<file path="src/rtl/pwm_pkg.sv">
`default_nettype none
// ============================================================================
// Module      : pwm_pkg
// Description : Shared constants and types for the PWM duty-cycle controller:
//               PS/2 make codes, preset duty values and the byte-FSM states.
// Revision    : 1.0 - initial release
// ============================================================================
package pwm_pkg;

  // PS/2 set-2 make codes recognised by the duty controller
  localparam logic [7:0] SC_F   = 8'h2B;
  localparam logic [7:0] SC_Q   = 8'h15;
  localparam logic [7:0] SC_H   = 8'h33;
  localparam logic [7:0] SC_X   = 8'h22;
  localparam logic [7:0] SC_UP  = 8'h79;
  localparam logic [7:0] SC_DN  = 8'h7B;
  localparam logic [7:0] SC_BRK = 8'hF0;
  localparam logic [7:0] SC_EXT = 8'hE0;

  // Preset duty values loaded verbatim by the preset keys
  localparam int DUTY_F = 41;
  localparam int DUTY_Q = 51;
  localparam int DUTY_H = 61;
  localparam int DUTY_X = 81;

  // Byte-sequencing FSM states
  typedef enum logic [1:0] {
    IDLE  = 2'd0,
    BREAK = 2'd1,
    EXT   = 2'd2
  } state_t;

endpackage : pwm_pkg
`default_nettype wire

</file>
<file path="src/rtl/pwm_slew.sv">
`default_nettype none
// ============================================================================
// Module      : pwm_slew
// Description : Live duty register. Updates only on PWM period boundaries so
//               the comparator never sees a mid-period change.
//               PWM_RAMP_EN defined   : duty moves one count toward target
//                                       per period_end strobe.
//               PWM_RAMP_EN undefined : duty loads target on the next
//                                       period_end strobe.
// Ports       : clk          - clock
//               rst          - asynchronous active-high reset
//               i_period_end - one-cycle strobe at PWM counter wrap
//               i_target     - requested duty
//               o_duty       - live duty for the comparator
// Revision    : 1.0 - initial release
// ============================================================================
module pwm_slew #(
  parameter int DUTY_W   = 7,
  parameter int DUTY_RST = 41
) (
  input  logic              clk,
  input  logic              rst,
  input  logic              i_period_end,
  input  logic [DUTY_W-1:0] i_target,
  output logic [DUTY_W-1:0] o_duty
);

  localparam logic [DUTY_W-1:0] c_DUTY_RST = DUTY_W'(DUTY_RST);

  logic [DUTY_W-1:0] r_duty;

`ifdef PWM_RAMP_EN
  localparam logic [DUTY_W-1:0] c_ONE = {{(DUTY_W-1){1'b0}}, 1'b1};

  // A single-count step can never pass the target, so no overshoot check
  // is needed beyond the direction compare.
  always_ff @(posedge clk or posedge rst) begin
    if (rst) begin
      r_duty <= c_DUTY_RST;
    end else if (i_period_end) begin
      if (r_duty < i_target) begin
        r_duty <= r_duty + c_ONE;
      end else if (r_duty > i_target) begin
        r_duty <= r_duty - c_ONE;
      end
    end
  end
`else
  always_ff @(posedge clk or posedge rst) begin
    if (rst) begin
      r_duty <= c_DUTY_RST;
    end else if (i_period_end) begin
      r_duty <= i_target;
    end
  end
`endif

  assign o_duty = r_duty;

endmodule : pwm_slew
`default_nettype wire

</file>
<file path="src/rtl/pwm_duty_ctrl.sv">
`default_nettype none
// ============================================================================
// Module      : pwm_duty_ctrl
// Description : Duty-cycle setpoint sequencer between the PS/2 receiver and
//               the PWM counter/comparator. Filters break (F0) and extended
//               (E0) sequences, maps make codes to a target duty, and slews
//               the live duty toward it on PWM period boundaries.
//               Build option: PWM_RAMP_EN selects +/-1 per period slewing;
//               without it duty jumps to target at the next period boundary.
// Ports       : clkdiv4    - clock, all state on rising edge
//               reset      - asynchronous active-high reset
//               scancode   - PS/2 byte, qualified by scan_valid
//               scan_valid - one-cycle strobe for a new byte
//               period_end - one-cycle strobe at PWM counter wrap
//               duty       - live duty for the comparator
//               target     - requested duty
//               busy       - registered (duty != target)
//               key_err    - one-cycle pulse on an unmapped make code
// Revision    : 1.0 - initial release
// ============================================================================
module pwm_duty_ctrl #(
  parameter int DUTY_W   = 7,
  parameter int DUTY_RST = 41,
  parameter int DUTY_MIN = 1,
  parameter int DUTY_MAX = 100,
  parameter int STEP     = 5
) (
  input  logic              clkdiv4,
  input  logic              reset,
  input  logic [7:0]        scancode,
  input  logic              scan_valid,
  input  logic              period_end,
  output logic [DUTY_W-1:0] duty,
  output logic [DUTY_W-1:0] target,
  output logic              busy,
  output logic              key_err
);

  import pwm_pkg::*;

  localparam logic [DUTY_W-1:0] c_DUTY_RST = DUTY_W'(DUTY_RST);
  localparam logic [DUTY_W-1:0] c_MIN      = DUTY_W'(DUTY_MIN);
  localparam logic [DUTY_W-1:0] c_MAX      = DUTY_W'(DUTY_MAX);
  localparam logic [DUTY_W-1:0] c_STEP     = DUTY_W'(STEP);
  // Thresholds at which an up/down step would cross the clamp; comparing
  // against these avoids overflow of target+STEP in DUTY_W bits.
  localparam logic [DUTY_W-1:0] c_UP_LIM   = DUTY_W'(DUTY_MAX - STEP);
  localparam logic [DUTY_W-1:0] c_DN_LIM   = DUTY_W'(DUTY_MIN + STEP);

  state_t            r_state;
  logic [DUTY_W-1:0] r_target;
  logic              r_busy;
  logic              r_key_err;
  logic [DUTY_W-1:0] w_duty;
  logic [DUTY_W-1:0] w_new_target;
  logic              w_hit;

  // Make-code decode against the current target
  always_comb begin
    w_hit        = 1'b1;
    w_new_target = r_target;
    case (scancode)
      SC_F:    w_new_target = DUTY_W'(DUTY_F);
      SC_Q:    w_new_target = DUTY_W'(DUTY_Q);
      SC_H:    w_new_target = DUTY_W'(DUTY_H);
      SC_X:    w_new_target = DUTY_W'(DUTY_X);
      SC_UP:   w_new_target = (r_target >= c_UP_LIM) ? c_MAX : (r_target + c_STEP);
      SC_DN:   w_new_target = (r_target <= c_DN_LIM) ? c_MIN : (r_target - c_STEP);
      default: w_hit        = 1'b0;
    endcase
  end

  // Byte FSM with target register and key_err pulse
  always_ff @(posedge clkdiv4 or posedge reset) begin
    if (reset) begin
      r_state   <= IDLE;
      r_target  <= c_DUTY_RST;
      r_key_err <= 1'b0;
    end else begin
      r_key_err <= 1'b0;
      if (scan_valid) begin
        case (r_state)
          IDLE: begin
            if (scancode == SC_BRK) begin
              r_state <= BREAK;
            end else if (scancode == SC_EXT) begin
              r_state <= EXT;
            end else if (w_hit) begin
              r_target <= w_new_target;
            end else begin
              r_key_err <= 1'b1;
            end
          end
          // Repeated F0 keeps us waiting for the released key's code
          BREAK: begin
            if (scancode != SC_BRK) begin
              r_state <= IDLE;
            end
          end
          // Extended keys are unmapped; only an extended break is tracked
          EXT: begin
            if (scancode == SC_BRK) begin
              r_state <= BREAK;
            end else begin
              r_state <= IDLE;
            end
          end
          default: r_state <= IDLE;
        endcase
      end
    end
  end

  always_ff @(posedge clkdiv4 or posedge reset) begin
    if (reset) begin
      r_busy <= 1'b0;
    end else begin
      r_busy <= (w_duty != r_target);
    end
  end

  // Slew sees the registered (pre-update) target, so a key arriving with
  // period_end takes effect only at the following period boundary.
  pwm_slew #(
    .DUTY_W   (DUTY_W),
    .DUTY_RST (DUTY_RST)
  ) u_slew (
    .clk          (clkdiv4),
    .rst          (reset),
    .i_period_end (period_end),
    .i_target     (r_target),
    .o_duty       (w_duty)
  );

  assign duty    = w_duty;
  assign target  = r_target;
  assign busy    = r_busy;
  assign key_err = r_key_err;

endmodule : pwm_duty_ctrl
`default_nettype wire

</file>
<file path="config.mk">
export PLATFORM = sky130hd
export DESIGN_NAME = pwm_duty_ctrl
export DESIGN_NICKNAME = d
export VERILOG_FILES = /design/src/rtl/pwm_pkg.sv /design/src/rtl/pwm_slew.sv /design/src/rtl/pwm_duty_ctrl.sv
export SDC_FILE = /design/constraint.sdc
export NUM_CORES = 1
export LEC_CHECK = 0
export ABC_AREA = 1
export CORE_ASPECT_RATIO = 0.7
export CORE_MARGIN = 4
export CORE_UTILIZATION = 27
export DETAILED_ROUTE_END_ITERATION = 8
export GPL_TIMING_DRIVEN = 0
export SLEW_MARGIN = 5
export SYNTH_ARGS = -nofsm -noshare
export SYNTH_HDL_FRONTEND = slang
export SYNTH_SLANG_ARGS = --single-unit
</file>
<file path="constraint.sdc">
create_clock -name clkdiv4 -period 2 [get_ports clkdiv4]
set_input_delay 0.2 -clock clkdiv4 [delete_from_list [all_inputs] [get_ports clkdiv4]]
set_output_delay 0.2 -clock clkdiv4 [all_outputs]
set_load 0.03 [all_outputs]
</file>
After elaboration in Yosys (flattened, before gate mapping)
Index checks and enable logic that the tools add are counted.

cells by class
  add/sub/neg operators = 2
  $lt $le $gt $ge = 2
  equal/unequal tests = 14
  mux-type cells = 14
  bitwise operators = 2
  reductions and logical operators = 5

operators with widths
  operator             number
  $pmux 7 s6           1
  $eq 8x6->1 const B   3
  $eq 8x7->1 const B   2
  $eq 8x8->1 const B   2
  $mux 7               2
  $eq 8x5->1 const B   1
  $ne 8x8->1 const B   1
  $add 7x3->7 const B  1
  $ge 7x7->1 const B   1
  $le 7x3->1 const B   1
  $mux 1               7
  $ne 7x7->1           1
  $sub 7x3->7 const B  1
  $mux 2               3
  $pmux 2 s3           1
  $reduce_and 6->1     1
  $reduce_bool 6->1    1
  $reduce_or 6->1      1
  $ne 3x3->1 const B   1
  $reduce_and 3->1     1
  $eq 2x1->1 const B   1
  $eq 2x2->1 const B   1
  $logic_not 2->1      1
  $ne 2x2->1 const B   1
  $not 1->1            2

word-level totals
  register bits = 18
  output and inout bits = 16
  logic and storage cells = 44

Longest topological paths before layout
  word-level depth = 8
  gate-level depth with buffers = 12
  gate-level depth less buffers = 11

Modules after synthesis
From an unflattened synthesis, not the netlist that was laid out.

second synthesis, totals
  cell total of the unflattened synthesis = 248
  area total of the unflattened synthesis = 1535.2 um^2

by module, submodules not included
  module         instances  cells each  area an instance (um^2)  seq. area each (um^2)
  pwm_duty_ctrl  1          217         1258.7                   279.0
  pwm_slew       1          31          276.5                    178.9

Worst setup path after synthesis
Ideal clock, no wire load.

  kind = reg-to-reg
  from = reg r_target[0] (netlist: target[0])
  to = reg r_target[2] (netlist: target[2])
  arrival = 1.571 ns
  path slack = 0.364 ns
  stages on the path, launching flop included = 12
  path buffers = 0
  period minus slack after synthesis = 1.636 ns
  path through = dfstp_2 inv_1 ha_1 inv_1 nand3_1 nand3_1 nand2_2 o21ai_1 inv_1 nand2_1 nand2_1 nand2_1

on the way
  cells in the longest elaborated chain, start to end = 3

ends and longest elaborated chain
  element                              RTL line                                  text
  start, declared                      pwm_duty_ctrl.sv:51                       logic [DUTY_W-1:0] r_target;
  start signal, assigned               pwm_duty_ctrl.sv:77                       r_target <= c_DUTY_RST;
  start signal, assigned               pwm_duty_ctrl.sv:89                       r_target <= w_new_target;
  $sub 7x3->7 (tied with other cells)  pwm_duty_ctrl.sv:68                       SC_DN: w_new_target = (r_target <= c_DN_LIM) ? c_MIN : (r_target - c_STEP);
  $mux 7, on equally long branches     pwm_duty_ctrl.sv:68, pwm_duty_ctrl.sv:67
  $pmux 7 s6 (*)                       pwm_duty_ctrl.sv:62                       case (scancode)

Every way passes the cells marked *; elsewhere a longest branch is shown, timed or not.
A chain may end at the register's enable or synchronous reset.

Final worst setup path
  from = reg r_target[3] (netlist: target[3])
  to = out target[3]

RTL lines
  element        RTL line             text
  end, declared  pwm_duty_ctrl.sv:34  output logic [DUTY_W-1:0] target,

No word-level cell between the ends.

==> metrics.yaml <==
status: "complete, no violations"
wl_met2_um: 1370
postCtsSetupBuffers: 0
grt_antenna_before_repair: 0
finalSetupViolations: 0
synthToLayoutAreaGrowth_pct: 27.7
cp-start-kind: "flop"
ir_drop_uv: 688
fin_tns_setup_ns: 0
grt_pass1_vias: 1326
synthCells: 236
worstPathRequired_ns: 1.80
clock_latency_ns: 0.25
tightest_slew_ns: 0.692
pwr_density_cell_nw_per_um2: 778
start_util: 0.282
syn_avg_cell_area_um2: 6.36
fin_skew_ns: 0.00245
grt_overflow: 0
dpl.hpwl_um: 3070
wl_per_cell_um: 11.1
worstSetupEndpointType: "output pin"
routed_via_density: 4.42
nFillCells: 577
via_count: 1500
maxCapViolCount: 0
diodes: 0
io_buffers: 27
synthDistinctLibCells: 26
post-route-period-util: 0.885
io_pins: 28
crit_fanout: 7
period_needed_ns: 1.77
dr.pass1.iters: 4
clockBufferDepth: 2
final_cell_mix: "77 x nand2_1, 29 x inv_1, 28 x nor2_1"
finalHoldViolCount: 0
slew_viol_final: 0
wl_um: 3780
drc: 0
track_usage: 0.117
max_stage_delay_ns: 0.70
wl_met3_um: 231
die_w_um: 97.1
fp-row-count: 22
crit_family: "buffers and inverters"
crit_buf_inv: 1
clkTransAtPathRegs_ns: 0.07
cts.sinks: 18
core-area_um2: 5310
grt_max_degree: 19
synth_area_um2: 1500
finalPower_w: 0.00149
gp_congestion: 0.896
critical_path_class: "reg2out"
rsz0062_at_grt: "false"
worst_path_max_delay_cell: "clkdlybuf4s50_1"
drtIter0Drc: 113
slew_headroom: 0.538
die_y_um: 70.4
hp-class: "in2async"
cts_resized: 0
postRouteAntennaNets: 0
cp_cell_sequence: "clkdlybuf4s50_1"
seqCellArea_um2: 458
multi_input_area_um2: 897
fmax_ghz: 0.565
grt_pass1_wl_um: 6560
utilization: 0.361
layout_commonest_cell: "nand2_1"
place_inst: 335
p_leak_nw: 0.980
yosysWarningCount: 0
final_cells: 339
ys_seq_elements: 18
cts_tree: "done"
met1_length_um: 2170
fin_nets: 283
dieArea_um2: 6830
htreeDepth: 1
top_layer: "met4"
numCtsBuffers: 3
cp.arrival_ns: 1.57
clockRootBuffer: "clkbuf_8"
synth_fp_nets: 251
ys_seq_area_frac: 0.305
hold_buffers: 0
drive_gt1_frac: 0.154
## kinds of logic (layout without fill, tap and decap cells)
logic type,count (synthesis),count (layout),share of synthesized area
simple gates,148,148,0.437
buf+inv,38,69,0.0967
compound gates,18,18,0.0717
flops,18,18,0.305
xor+xnor,11,11,0.0642
fa+ha+maj,3,3,0.0250
## flip-flops by register name (all words and copies together) (netlist names)
signal and cells:
busy 1, key_err 1, r_state 2, target 7
u_slew.o_duty 7
## cell type report
type / count / share of cell area
Buffer: 3 / 0.00718
Tap cell: 72 / 0.0470
Timing Repair Buffer: 27 / 0.141
Inverter: 35 / 0.0686
Sequential cell: 18 / 0.239
Multi-Input combinational cell: 180 / 0.468
Clock buffer: 4 / 0.0287
## per-layer routing
| metal | GRT usage | vias to the layer above |
|---|---|---|
| met3 | 0.0319 | 2 |
| met1 | 0.194 | 662 |
| met4 | 0.0140 | 0 |
| met2 | 0.145 | 43 |
| met5 | 0 | - |
| li1 | - | 793 |
## path summary, 6_finish.rpt
kind / start / end / slack [ns] / depth (start not counted)
hold reg to reg: u_slew.o_duty[3]$_DFFE_PP1P_ / u_slew.o_duty[3]$_DFFE_PP1P_ / 0.51 / 2
min in group clkdiv4: u_slew.o_duty[3]$_DFFE_PP1P_ / u_slew.o_duty[3]$_DFFE_PP1P_ / 0.51 / 2
setup reg to reg: target[0]$_DFFE_PP1P_ / target[1]$_DFFE_PP0P_ / 0.26 / 11
max in group asynchronous: reset / target[1]$_DFFE_PP0P_ / 1.21 / 2
setup / recovery: target[3]$_DFFE_PP1P_ / target[3] / 0.23 / 1
hold / removal: reset / target[2]$_DFFE_PP0P_ / 0.35 / 2
## through the flow
step | hold WS [ns] | instance area [µm²] | setup WS, ns
5_1_grt | 0.440 | 1920 | 0.125
6_report | 0.355 | 1920 | 0.230
3_5_place_dp | 0.494 | 1860 | 0.227
2_1_floorplan | 0.134 | 1500 | 0.364
3_3_place_gp | 0.497 | 1860 | 0.228
4_1_cts | 0.385 | 1920 | 0.217
## synth_stat cells, drive strengths merged
master | instances | area, µm²
nand3 | 16 | 85.1
ha | 3 | 37.5
nor4 | 1 | 6.26
buf | 2 | 10.0
nand2 | 90 | 375
dfstp | 6 | 158
dfrtp | 12 | 300
o31ai | 1 | 7.51
nor2 | 35 | 154
xnor2 | 3 | 26.3
nand4 | 4 | 25.0
a21oi | 10 | 65.1
xor2 | 8 | 70.1
inv | 35 | 131
nor3 | 2 | 10.0
o21ai | 7 | 35.0
clkbuf | 1 | 3.75
## where the power goes
| part | total (W) | internal [W] | switching (W) |
|---|---|---|---|
| Clock | 0.000300 | 0.000175 | 0.000125 |
| Sequential | 0.000551 | 0.000463 | 0.0000874 |
| Combinational | 0.000641 | 0.000256 | 0.000385 |
Power figures use the tool's default switching activity.
